### src/rtl/upsampler_ce_scheduler.sv
// rtl/upsampler_ce_scheduler.sv - cascaded clock-enable scheduler for the x2 / x2 / xR interpolation chain
// with a one-entry input sample buffer handed to the half-band stage on hb_ce.
module upsampler_ce_scheduler #(
  parameter int DW           = 16,
  parameter int RATE_W       = 11,
  parameter int DEFAULT_RATE = 1625,
  parameter int HB_FACTOR    = 2,
  parameter int COMP_FACTOR  = 2
) (
  input  logic              clk,
  input  logic              reset,
  input  logic              enable,
  input  logic [RATE_W-1:0] rate_in,
  input  logic              rate_load,
  input  logic [DW-1:0]     s_tdata,
  input  logic              s_tvalid,
  output logic              s_tready,
  output logic [DW-1:0]     sample_out,
  output logic              hb_ce,
  output logic              comp_ce,
  output logic              cic_ce,
  output logic [RATE_W-1:0] rate_active,
  output logic              underrun,
  input  logic              underrun_clr
);

  localparam int CC_W = (COMP_FACTOR > 1) ? $clog2(COMP_FACTOR) : 1;
  localparam int HC_W = (HB_FACTOR > 1) ? $clog2(HB_FACTOR) : 1;
  localparam logic [CC_W-1:0]   CC_LAST    = CC_W'(COMP_FACTOR - 1);
  localparam logic [HC_W-1:0]   HC_LAST    = HC_W'(HB_FACTOR - 1);
  localparam logic [RATE_W-1:0] MIN_RATE   = RATE_W'(2);
  localparam logic [RATE_W-1:0] RESET_RATE = RATE_W'(DEFAULT_RATE);

  logic [RATE_W-1:0] rc;
  logic [CC_W-1:0]   cc;
  logic [HC_W-1:0]   hc;
  logic [RATE_W-1:0] rate_pending;
  logic [RATE_W-1:0] pending_next;
  logic              full;
  logic [DW-1:0]     buf_data;
  logic              rc_wrap;
  logic              cc_wrap;
  logic              hb_fire;
  logic              xfer;

  // Wrap conditions decided a cycle ahead so the strobes come out registered.
  always_comb begin
    rc_wrap      = enable && (rc == (rate_active - RATE_W'(1)));
    cc_wrap      = rc_wrap && (cc == CC_LAST);
    hb_fire      = cc_wrap && (hc == HC_LAST);
    xfer         = s_tvalid && !full;
    pending_next = rate_pending;
    if (rate_load) begin
      pending_next = (rate_in < MIN_RATE) ? MIN_RATE : rate_in;
    end
  end

  assign s_tready = !full;

  always_ff @(posedge clk or posedge reset) begin
    if (reset) begin
      rc      <= '0;
      cc      <= '0;
      hc      <= '0;
      cic_ce  <= 1'b0;
      comp_ce <= 1'b0;
      hb_ce   <= 1'b0;
    end else if (!enable) begin
      rc      <= '0;
      cc      <= '0;
      hc      <= '0;
      cic_ce  <= 1'b0;
      comp_ce <= 1'b0;
      hb_ce   <= 1'b0;
    end else begin
      rc      <= rc_wrap ? '0 : rc + RATE_W'(1);
      cic_ce  <= rc_wrap;
      comp_ce <= cc_wrap;
      hb_ce   <= hb_fire;
      if (rc_wrap) begin
        cc <= (cc == CC_LAST) ? '0 : cc + CC_W'(1);
      end
      if (cc_wrap) begin
        hc <= (hc == HC_LAST) ? '0 : hc + HC_W'(1);
      end
    end
  end

  // A new rate only takes effect on a frame boundary, or at once while idle.
  always_ff @(posedge clk or posedge reset) begin
    if (reset) begin
      rate_pending <= RESET_RATE;
      rate_active  <= RESET_RATE;
    end else begin
      rate_pending <= pending_next;
      if (!enable || hb_fire) begin
        rate_active <= pending_next;
      end
    end
  end

  always_ff @(posedge clk or posedge reset) begin
    if (reset) begin
      full       <= 1'b0;
      buf_data   <= '0;
      sample_out <= '0;
      underrun   <= 1'b0;
    end else begin
      if (hb_fire) begin
        sample_out <= full ? buf_data : '0;
      end
      if (xfer) begin
        full     <= 1'b1;
        buf_data <= s_tdata;
      end else if (hb_fire) begin
        full <= 1'b0;
      end
      if (hb_fire && !full) begin
        underrun <= 1'b1;
      end else if (underrun_clr) begin
        underrun <= 1'b0;
      end
    end
  end

endmodule

### config.mk
export PLATFORM = sky130hd
export DESIGN_NAME = upsampler_ce_scheduler
export DESIGN_NICKNAME = d
export VERILOG_FILES = /design/src/rtl/upsampler_ce_scheduler.sv
export SDC_FILE = /design/constraint.sdc
export NUM_CORES = 1
export LEC_CHECK = 0
export BUFFER_PORTS_ARGS = -buffer_cell sky130_fd_sc_hd__buf_2
export CAP_MARGIN = 10
export CORE_MARGIN = 5
export CORE_UTILIZATION = 35
export DETAILED_ROUTE_END_ITERATION = 7
export PLACE_DENSITY = 0.66
export SYNTH_ARGS = -nofsm -noshare
export SYNTH_HDL_FRONTEND = slang
export SYNTH_SLANG_ARGS = --single-unit
### constraint.sdc
create_clock -name clk -period 2.6 [get_ports clk]
set_input_delay 0.26 -clock clk [delete_from_list [all_inputs] [get_ports clk]]
set_output_delay 0.26 -clock clk [all_outputs]
set_load 0.02 [all_outputs]
# == Word level (Yosys, flattened, before mapping) ==
# Cells that the tools add are included.
# word_totals
ff_bits,72
inputBits,33
elab_cells,48
# op_classes
addsub,4
n_lt_le_gt_ge,1
eq_ne,3
mux,18
reduce_logical,10
# op_table
operator,n
2-to-1 mux 11 bit,4
2-to-1 mux 16 bit,1
2-to-1 mux 1 bit,13
adder 11 x 1 -> 11 bit (second input constant),1
equality test 11 bit,1
< comparator 11 x 2 -> 1 bit (second input constant),1
subtractor 11 x 1 -> 11 bit (second input constant),1
logical AND 1 bit,5
!= test 2 x 1 -> 1 bit (second input constant),2
nonzero test 2 bit,2
adder 1 bit (second input constant),2
logical NOT 1 bit,2
logical OR 1 bit,1

# == Depth between registers and ports, before layout ==
# Gate-level depths: netlist of the first run.
# logic_depth
ltp_word,7
depth_mapped,10

# == Worst setup path after synthesis of the first run ==
# No wires, ideal clock.
# synth_timing
path_kind,register -> register
start,reg rate_active[1]
end,reg rate_active[1]
setup_time_ps,125
t_arrival_ps,2464
slack_ps,11
stages_incl_launch_ff,10
cell_sequence,dfrtp_1 -> inv_1 -> ha_1 -> or4b_4 -> o21ai_0 -> a21oi_2 -> o21a_4 -> a41oi_4 -> buf_6 -> mux2_4
# synth_between
elab_chain_cells,6
# synth_lines
item,line_no,rtl
"start, declared",22,"output logic [RATE_W-1:0] rate_active,"
"start signal, assigned",97,rate_active <= pending_next;
subtractor 11 x 1 -> 11 bit,48,rc_wrap = enable && (rc == (rate_active - RATE_W'(1)));
equality test 11 bit,48,
logical AND 1 bit,48,
logical AND 1 bit,49,cc_wrap = rc_wrap && (cc == CC_LAST);
logical AND 1 bit,50,hb_fire = cc_wrap && (hc == HC_LAST);
logical OR 1 bit,96,if (!enable || hb_fire) begin
# Every way passes these cells.
# A chain may end at the register's enable or synchronous reset.

# == Worst setup path in the final report of the first run ==
# layout_timing
start,reg rate_active[0]
end,reg sample_out[1]
# layout_between
elab_chain_cells,5
# layout_lines
item,line_no,rtl
subtractor 11 x 1 -> 11 bit,48,
equality test 11 bit,48,
logical AND 1 bit,48,
logical AND 1 bit,49,
logical AND 1 bit,50,
"end signal, assigned",110,sample_out <= full ? buf_data : '0;
"end, declared",18,"output logic [DW-1:0] sample_out,"
# Every way passes these cells.

==> results of run 1 <==
[worst register-to-register path: cells and delay by family (launching register included)]
family          cells  cell delay [ns]
compound gates      2             0.37
xor+xnor            1             0.12
fa+ha+maj           1             0.18
buf+inv             4             0.47
flops               1             0.53
mux                 1             0.19
simple gates        2             0.62
[sequential cells by signal, indices dropped and copies added, names as in the netlist]
signal,cells
hc,1
rc,11
underrun,1
buf_data,16
cic_ce,1
hb_ce,1
comp_ce,1
full,1
sample_out,16
rate_pending,11
cc,1
rate_active,11
[how the worst max path moves through the flow]
stage                                          start                         end  slack, ns  depth (start not counted)
after CTS                 rate_active[0]$_DFFE_PP1P_   sample_out[1]$_DFFE_PP0P_       0.02                         10
final                     rate_active[0]$_DFFE_PP1P_   sample_out[1]$_DFFE_PP0P_       0.06                         11
after global placement    rate_active[0]$_DFFE_PP1P_  sample_out[13]$_DFFE_PP0P_       0.10                         10
after global routing      rate_active[1]$_DFFE_PP0P_  rate_active[8]$_DFFE_PP0P_     -0.007                          9
after floorplan           rate_active[1]$_DFFE_PP0P_  rate_active[1]$_DFFE_PP0P_       0.01                          9
after detailed placement  rate_active[0]$_DFFE_PP1P_   sample_out[1]$_DFFE_PP0P_       0.03                         10
[cells in the final DEF, fill, tap and decap left out, types with 2 or more instances in the layout]
cell type | netlist | layout
inv_6 | 0 | 2
xor2_1 | 16 | 16
nand3_1 | 13 | 13
inv_1 | 25 | 24
nor2_1 | 17 | 17
mux2i_1 | 16 | 16
mux2_2 | 26 | 26
buf_4 | 0 | 9
nor3_2 | 3 | 3
clkbuf_16 | 0 | 2
buf_2 | 1 | 64
dfstp_2 | 12 | 12
buf_12 | 1 | 3
buf_6 | 2 | 2
dfrtp_1 | 60 | 60
and3_1 | 5 | 5
o21ai_0 | 3 | 2
nor4_1 | 3 | 3
nand2_1 | 18 | 18
xnor2_1 | 7 | 6
a21oi_1 | 3 | 3
o21ai_2 | 1 | 2
nor3_1 | 4 | 3
clkbuf_8 | 0 | 9
bufinv_16 | 0 | 4
mux2_4 | 10 | 10
[report_power, final]
| part | leakage (nW) | switching, W | internal, W |
|---|---|---|---|
| clock network | 0.131 | 0.000430 | 0.000742 |
| registers | 0.832 | 0.0000666 | 0.00120 |
| logic | 1.03 | 0.000190 | 0.000172 |
[cell families (layout without fill, tap and decap cells)]
kind of cell / after synthesis / count (layout) / synth area share
DFF: 72 / 72 / 0.539
and+or+nand+nor: 72 / 72 / 0.109
muxes: 52 / 52 / 0.179
buffers and inverters: 34 / 121 / 0.0475
AOI/OAI and AO/OA: 23 / 23 / 0.0583
xor gates and xnor gates: 23 / 23 / 0.0598
adders and majority gates: 2 / 2 / 0.00742
[through the flow]
step                      std cells  utilization  total power [W]
after floorplan                 278            -          0.00150
after global placement          474        0.419          0.00162
after detailed placement        474        0.419          0.00163
after CTS                       490        0.447          0.00281
after global routing            494        0.461          0.00292
final                           494        0.461          0.00280
[final cells by class]
type                       count  area (sq um)
fill                         872          5030
sequential                    72          1820
multi-input combinational    172          1440
timing repair buffer          80           520
tap                          129           161
clock inverter                 6           138
clock buffer                  10           128
inverter                      25          93.8
[what timing repair did]
item                                   in CTS  in global routing
resized for setup                           0                 10
setup endpoints to repair                   0                 27
endpoints found under the hold margin       0                  0
buffers inserted                            0                  1
[routing by layer]
layer  part of all wire  wire (um)  track usage
met2               0.49       3640        0.206
met1               0.44       3270        0.163
met3              0.036        269       0.0281
met4              0.025        184       0.0658
met5                  0          0            0
==> results.json, run 1 <==
{
  "maxSlewHeadroom": 0.508,
  "rr_startpoint": "rate_active[0]$_DFFE_PP1P_",
  "yosysMostFrequentCell": "dfrtp_1",
  "synth.distinct_cells": 49,
  "post-synth-top-area-cell": "dfrtp_1",
  "grt.overflow.total": 0,
  "viasPerCell": 4.73,
  "crit_path_top_delay_cell": "dfstp_2",
  "period_needed_ns": 2.54,
  "first_global_vias": 2370,
  "cts_buffer_depth": 2,
  "rr_worst_depth": 11,
  "finClkSkew_ns": 0.0115,
  "drv_cap": 0,
  "avgSynthCellArea_sq_um": 12.1,
  "core_sq_um": 9330,
  "max_freq_mhz": 393,
  "seq_area_frac_synth": 0.539,
  "pre_cts_slack_ns": 0.0284,
  "rows": 35,
  "yosys_warnings": 0,
  "dieHeight_um": 108,
  "crit_family": "simple AND/OR/NAND/NOR gates",
  "drive_gt1_frac": 0.447,
  "syn-instance-count": 278,
  "grt_pass1_wl_um": 11800,
  "reg2reg_to": "sample_out[1]$_DFFE_PP0P_",
  "io_buffers": 64,
  "grt.total_usage": 0.128,
  "cts_buffers": 9,
  "die_area_sq_um": 11700,
  "slowest_delay_ns": 0.53,
  "first_pass_iters": 4,
  "worstMarginPinSlew_ns": 0.736,
  "ys_async_sr_fraction": 1.00,
  "cts.htree.levels": 3,
  "synth-seq-cells": 72,
  "ctsHoldBuffers": 0,
  "synth_area_sq_um": 3370,
  "pin_count": 65,
  "die_x_um": 108,
  "root_buffer": "clkbuf_8",
  "path_class": "flip-flop to flip-flop",
  "wire_per_inst_um": 14.9,
  "synth_area_leaders": "dfrtp_1 45%, dfstp_2 9.4%, mux2_2 8.7%",
  "synth_edf_count": 0,
  "post-route-period-util": 0.979,
  "first_iter_violations": 71,
  "wirelength_um": 7370,
  "yosys_most_used_dff": "dfrtp_1",
  "cp.buffers_inverters": 4,
  "final_area_sq_um": 4300,
  "clock_latency_ns": 0.35,
  "p_leak_nw": 2.00,
  "gp_congestion": 0.823,
  "path_clk_slew_ns": 0.08,
  "yosys.area.top_type_share": 0.445,
  "clkSinkCount": 72,
  "diodes": 0,
  "drtAntennaViolNets": 0,
  "syn2layout_area_growth_pct": 27.6,
  "yosys-top-cells-count": "60 x dfrtp_1, 26 x mux2_2, 25 x inv_1",
  "worstPathMaxFanout": 5,
  "hold_slack_ns": 0.0305,
  "crit_chain": "inv_1 > ha_2 > buf_6 > xnor2_2 > a221oi_2 > a41oi_2 > or3_4 > nor3_4 > buf_12 > clkbuf_16 > mux2i_1",
  "finalWorstSetupSlack_ns": 0.0558,
  "startpoint_type": "flip-flop",
  "final_hold_viol_count": 0,
  "start_util": 0.361,
  "grt_start_max_net_pins": 37,
  "antenna_found_initial": 0,
  "slew_violations": 0,
  "required_ns": 2.87,
  "cts_tree": "done",
  "synth_nets": 313,
  "fin_nets": 395,
  "setup_viol": 0,
  "cp.arrival_ns": 2.82,
  "status": "finished clean",
  "power.density_nw_per_um2": 650,
  "worst_ir_drop_vdd_uv": 407,
  "cp-end-kind": "flip-flop",
  "drcViolationCount": 0,
  "num_vias": 2339,
  "placed_area_sq_um": 3910,
  "worstHoldPathType": "input port to async pin",
  "fin_tns_setup_ns": 0,
  "reg2reg_slack_ns": 0.06,
  "post-dp-hpwl_um": 5280
}
Power figures use the tool's default switching activity.
==> run 2: changes to the inputs <==
- ABC_AREA: default -> 1
- PLACE_DENSITY: 0.66 -> 0.65
==> results.json, run 2 <==
{
  "pin_count": 65,
  "first_iter_violations": 156,
  "fill_cells": 1043,
  "yosys.area.top_type_share": 0.416,
  "clock_power_share": 0.365,
  "worst_ir_drop_vdd_uv": 328,
  "drive_gt1_frac": 0.307,
  "fin_nets": 516,
  "wirelength_um": 8200,
  "grt_pass1_wl_um": 13900,
  "startpoint_type": "flip-flop",
  "max_freq_mhz": 415,
  "synth-seq-cells": 72,
  "grt_start_max_net_pins": 43,
  "drcViolationCount": 0,
  "die_area_sq_um": 12500,
  "yosys_most_used_dff": "dfrtp_1",
  "clock_latency_ns": 0.34,
  "ys_async_sr_fraction": 1.00,
  "path_clk_slew_ns": 0.08,
  "slew_violations": 0,
  "synth_edf_count": 0,
  "num_vias": 2910,
  "finClkSkew_ns": 0.00841,
  "wire_per_inst_um": 13.2,
  "worstHoldPathType": "input port to async pin",
  "reg.largest.list": "buf_data: 16 flops, sample_out: 16 flops",
  "swShare": 0.269,
  "diodes": 0,
  "cp-end-kind": "flip-flop",
  "post-synth-top-area-cell": "dfrtp_1",
  "grt.total_usage": 0.136,
  "cts.htree.levels": 3,
  "io_buffers": 64,
  "final_area_sq_um": 4330,
  "maxSlewHeadroom": 0.542,
  "gp_congestion": 0.971,
  "period_needed_ns": 2.41,
  "hold_slack_ns": 0.00830,
  "required_ns": 2.83,
  "cts_tree": "done",
  "first_global_vias": 2903,
  "core_sq_um": 10200,
  "combPwrFrac": 0.169,
  "cts_buffers": 9,
  "cts_buffer_depth": 2,
  "synth_area_sq_um": 3610,
  "worstMarginPinSlew_ns": 0.685,
  "power.internal_w": 0.00213,
  "avgSynthCellArea_sq_um": 8.75,
  "cp.arrival_ns": 2.64,
  "drtAntennaViolNets": 0,
  "syn2layout_area_growth_pct": 19.8,
  "mostFrequentLayoutCell": "nand2_1",
  "seq_area_frac_synth": 0.503,
  "yosysMostFrequentCell": "nand2_1",
  "path_class": "flip-flop to flip-flop",
  "synth_nets": 448,
  "placed_area_sq_um": 4050,
  "rows": 37,
  "first_pass_iters": 4,
  "synth.distinct_cells": 32,
  "yosys_warnings": 0,
  "power.switching_w": 0.000784,
  "start_util": 0.355,
  "setup_viol": 0,
  "status": "finished clean",
  "antenna_found_initial": 0,
  "seqPwrFrac": 0.466,
  "grt.overflow.total": 0,
  "worstPathMaxFanout": 8,
  "viasPerCell": 4.68,
  "yosys-top-cells-count": "149 x nand2_1, 60 x dfrtp_1, 31 x inv_1",
  "root_buffer": "clkbuf_8",
  "p_leak_nw": 2.29,
  "layout_common_cells": "149 x nand2_1, 64 x buf_2, 60 x dfrtp_1",
  "post-dp-hpwl_um": 5980,
  "die_x_um": 112,
  "post-route-period-util": 0.926,
  "final_hold_viol_count": 0,
  "dieHeight_um": 112,
  "synth_area_leaders": "dfrtp_1 42%, nand2_1 15%, dfstp_2 8.7%",
  "clkSinkCount": 72,
  "power.density_nw_per_um2": 674,
  "drv_cap": 0,
  "syn-instance-count": 413
}
run 2: changes by cell type after synthesis, sizes merged, moves of 5 or more:
cell    change
and3        -5
mux2       -20
mux2i      -16
nor3b       +5
nand2     +148
nor2       +14
nand3      +16
nand3b     +16
xor2       -11
inv         +8
run 2: area by class of cell:
cell class              instances  area (sq um)  share of cell area
flip-flops and latches         72          1820               0.420
multi-input cells             294          1580               0.365
repair buffers                 71           402              0.0928
well taps                     136           170              0.0393
clock buffers                  10           128              0.0295
inverters                      33           124              0.0286
clock inverters                 6           109              0.0252
run 2: cell families after synthesis:
family | count (synthesis) | share of synthesized area
AOI/OAI and AO/OA | 10 | 0.0159
xor gates and xnor gates | 9 | 0.0239
adders and majority gates | 2 | 0.00693
buffers and inverters | 47 | 0.0627
DFF | 72 | 0.503
muxes | 16 | 0.0499
and+or+nand+nor | 257 | 0.338
run 2: path summary, 6_finish.rpt:
kind / start / to / slack [ns] / cells past startpoint
worst min register to register: sample_out[11]$_DFFE_PP0P_ / sample_out[11]$_DFFE_PP0P_ / 0.47 / 2
worst max register to register: rate_active[0]$_DFFE_PP1P_ / rate_active[5]$_DFFE_PP0P_ / 0.19 / 15
min in group clk: underrun_clr / underrun$_DFFE_PP0P_ / 0.12 / 2
max in group asynchronous: reset / rate_pending[6]$_DFF_PP1_ / 1.86 / 3
worst min-delay path: reset / sample_out[9]$_DFFE_PP0P_ / 0.008 / 2
worst max-delay path: rate_active[0]$_DFFE_PP1P_ / rate_active[5]$_DFFE_PP0P_ / 0.19 / 15
run 2: power by group through the flow:
stage                     clock network [W]  registers, W  logic (W)
after floorplan                           0       0.00137   0.000363
after global placement                    0       0.00137   0.000480
after detailed placement                  0       0.00138   0.000495
after CTS                           0.00110       0.00136   0.000497
after global routing                0.00114       0.00138   0.000562
final                               0.00106       0.00136   0.000493
run 2: through the flow:
step           worst slack, ns  setup TNS, ns  cells  power (W)   util
4_1_cts                  0.168              0    620    0.00295  0.421
2_1_floorplan            0.336              0    413    0.00174      -
3_5_place_dp             0.190              0    604    0.00187  0.398
3_3_place_gp             0.273              0    604    0.00185  0.398
6_report                 0.193              0    622    0.00292  0.425
5_1_grt               -0.00452       -0.00896    622    0.00308  0.425
run 2: routing by layer:
metal,part of all wire,vias to the layer above,GRT usage
met3,0.071,10,0.0457
met4,0.010,0,0.0341
li1,-,1435,-
met2,0.46,82,0.212
met1,0.46,1383,0.183
met5,0,-,0
run 2: worst max-delay path: stages, from the launching register on:
cell	delay, ns
dfstp_2	0.58
inv_1	0.08
ha_1	0.27
inv_1	0.09
nand2_1	0.06
nand3_1	0.09
nand2_1	0.05
inv_1	0.06
nand3_1	0.07
nor2_1	0.13
nand3_2	0.12
nor2_2	0.13
nand4_4	0.22
buf_12	0.22
nand3_1	0.06
nand2_1	0.06
run 2: timing repair:
| action | in CTS | in global routing |
|---|---|---|
| buffers inserted | 0 | 2 |
| hold buffers | 0 | 0 |
| setup endpoints to repair | 0 | 11 |
| gates resized for setup | 0 | 2 |
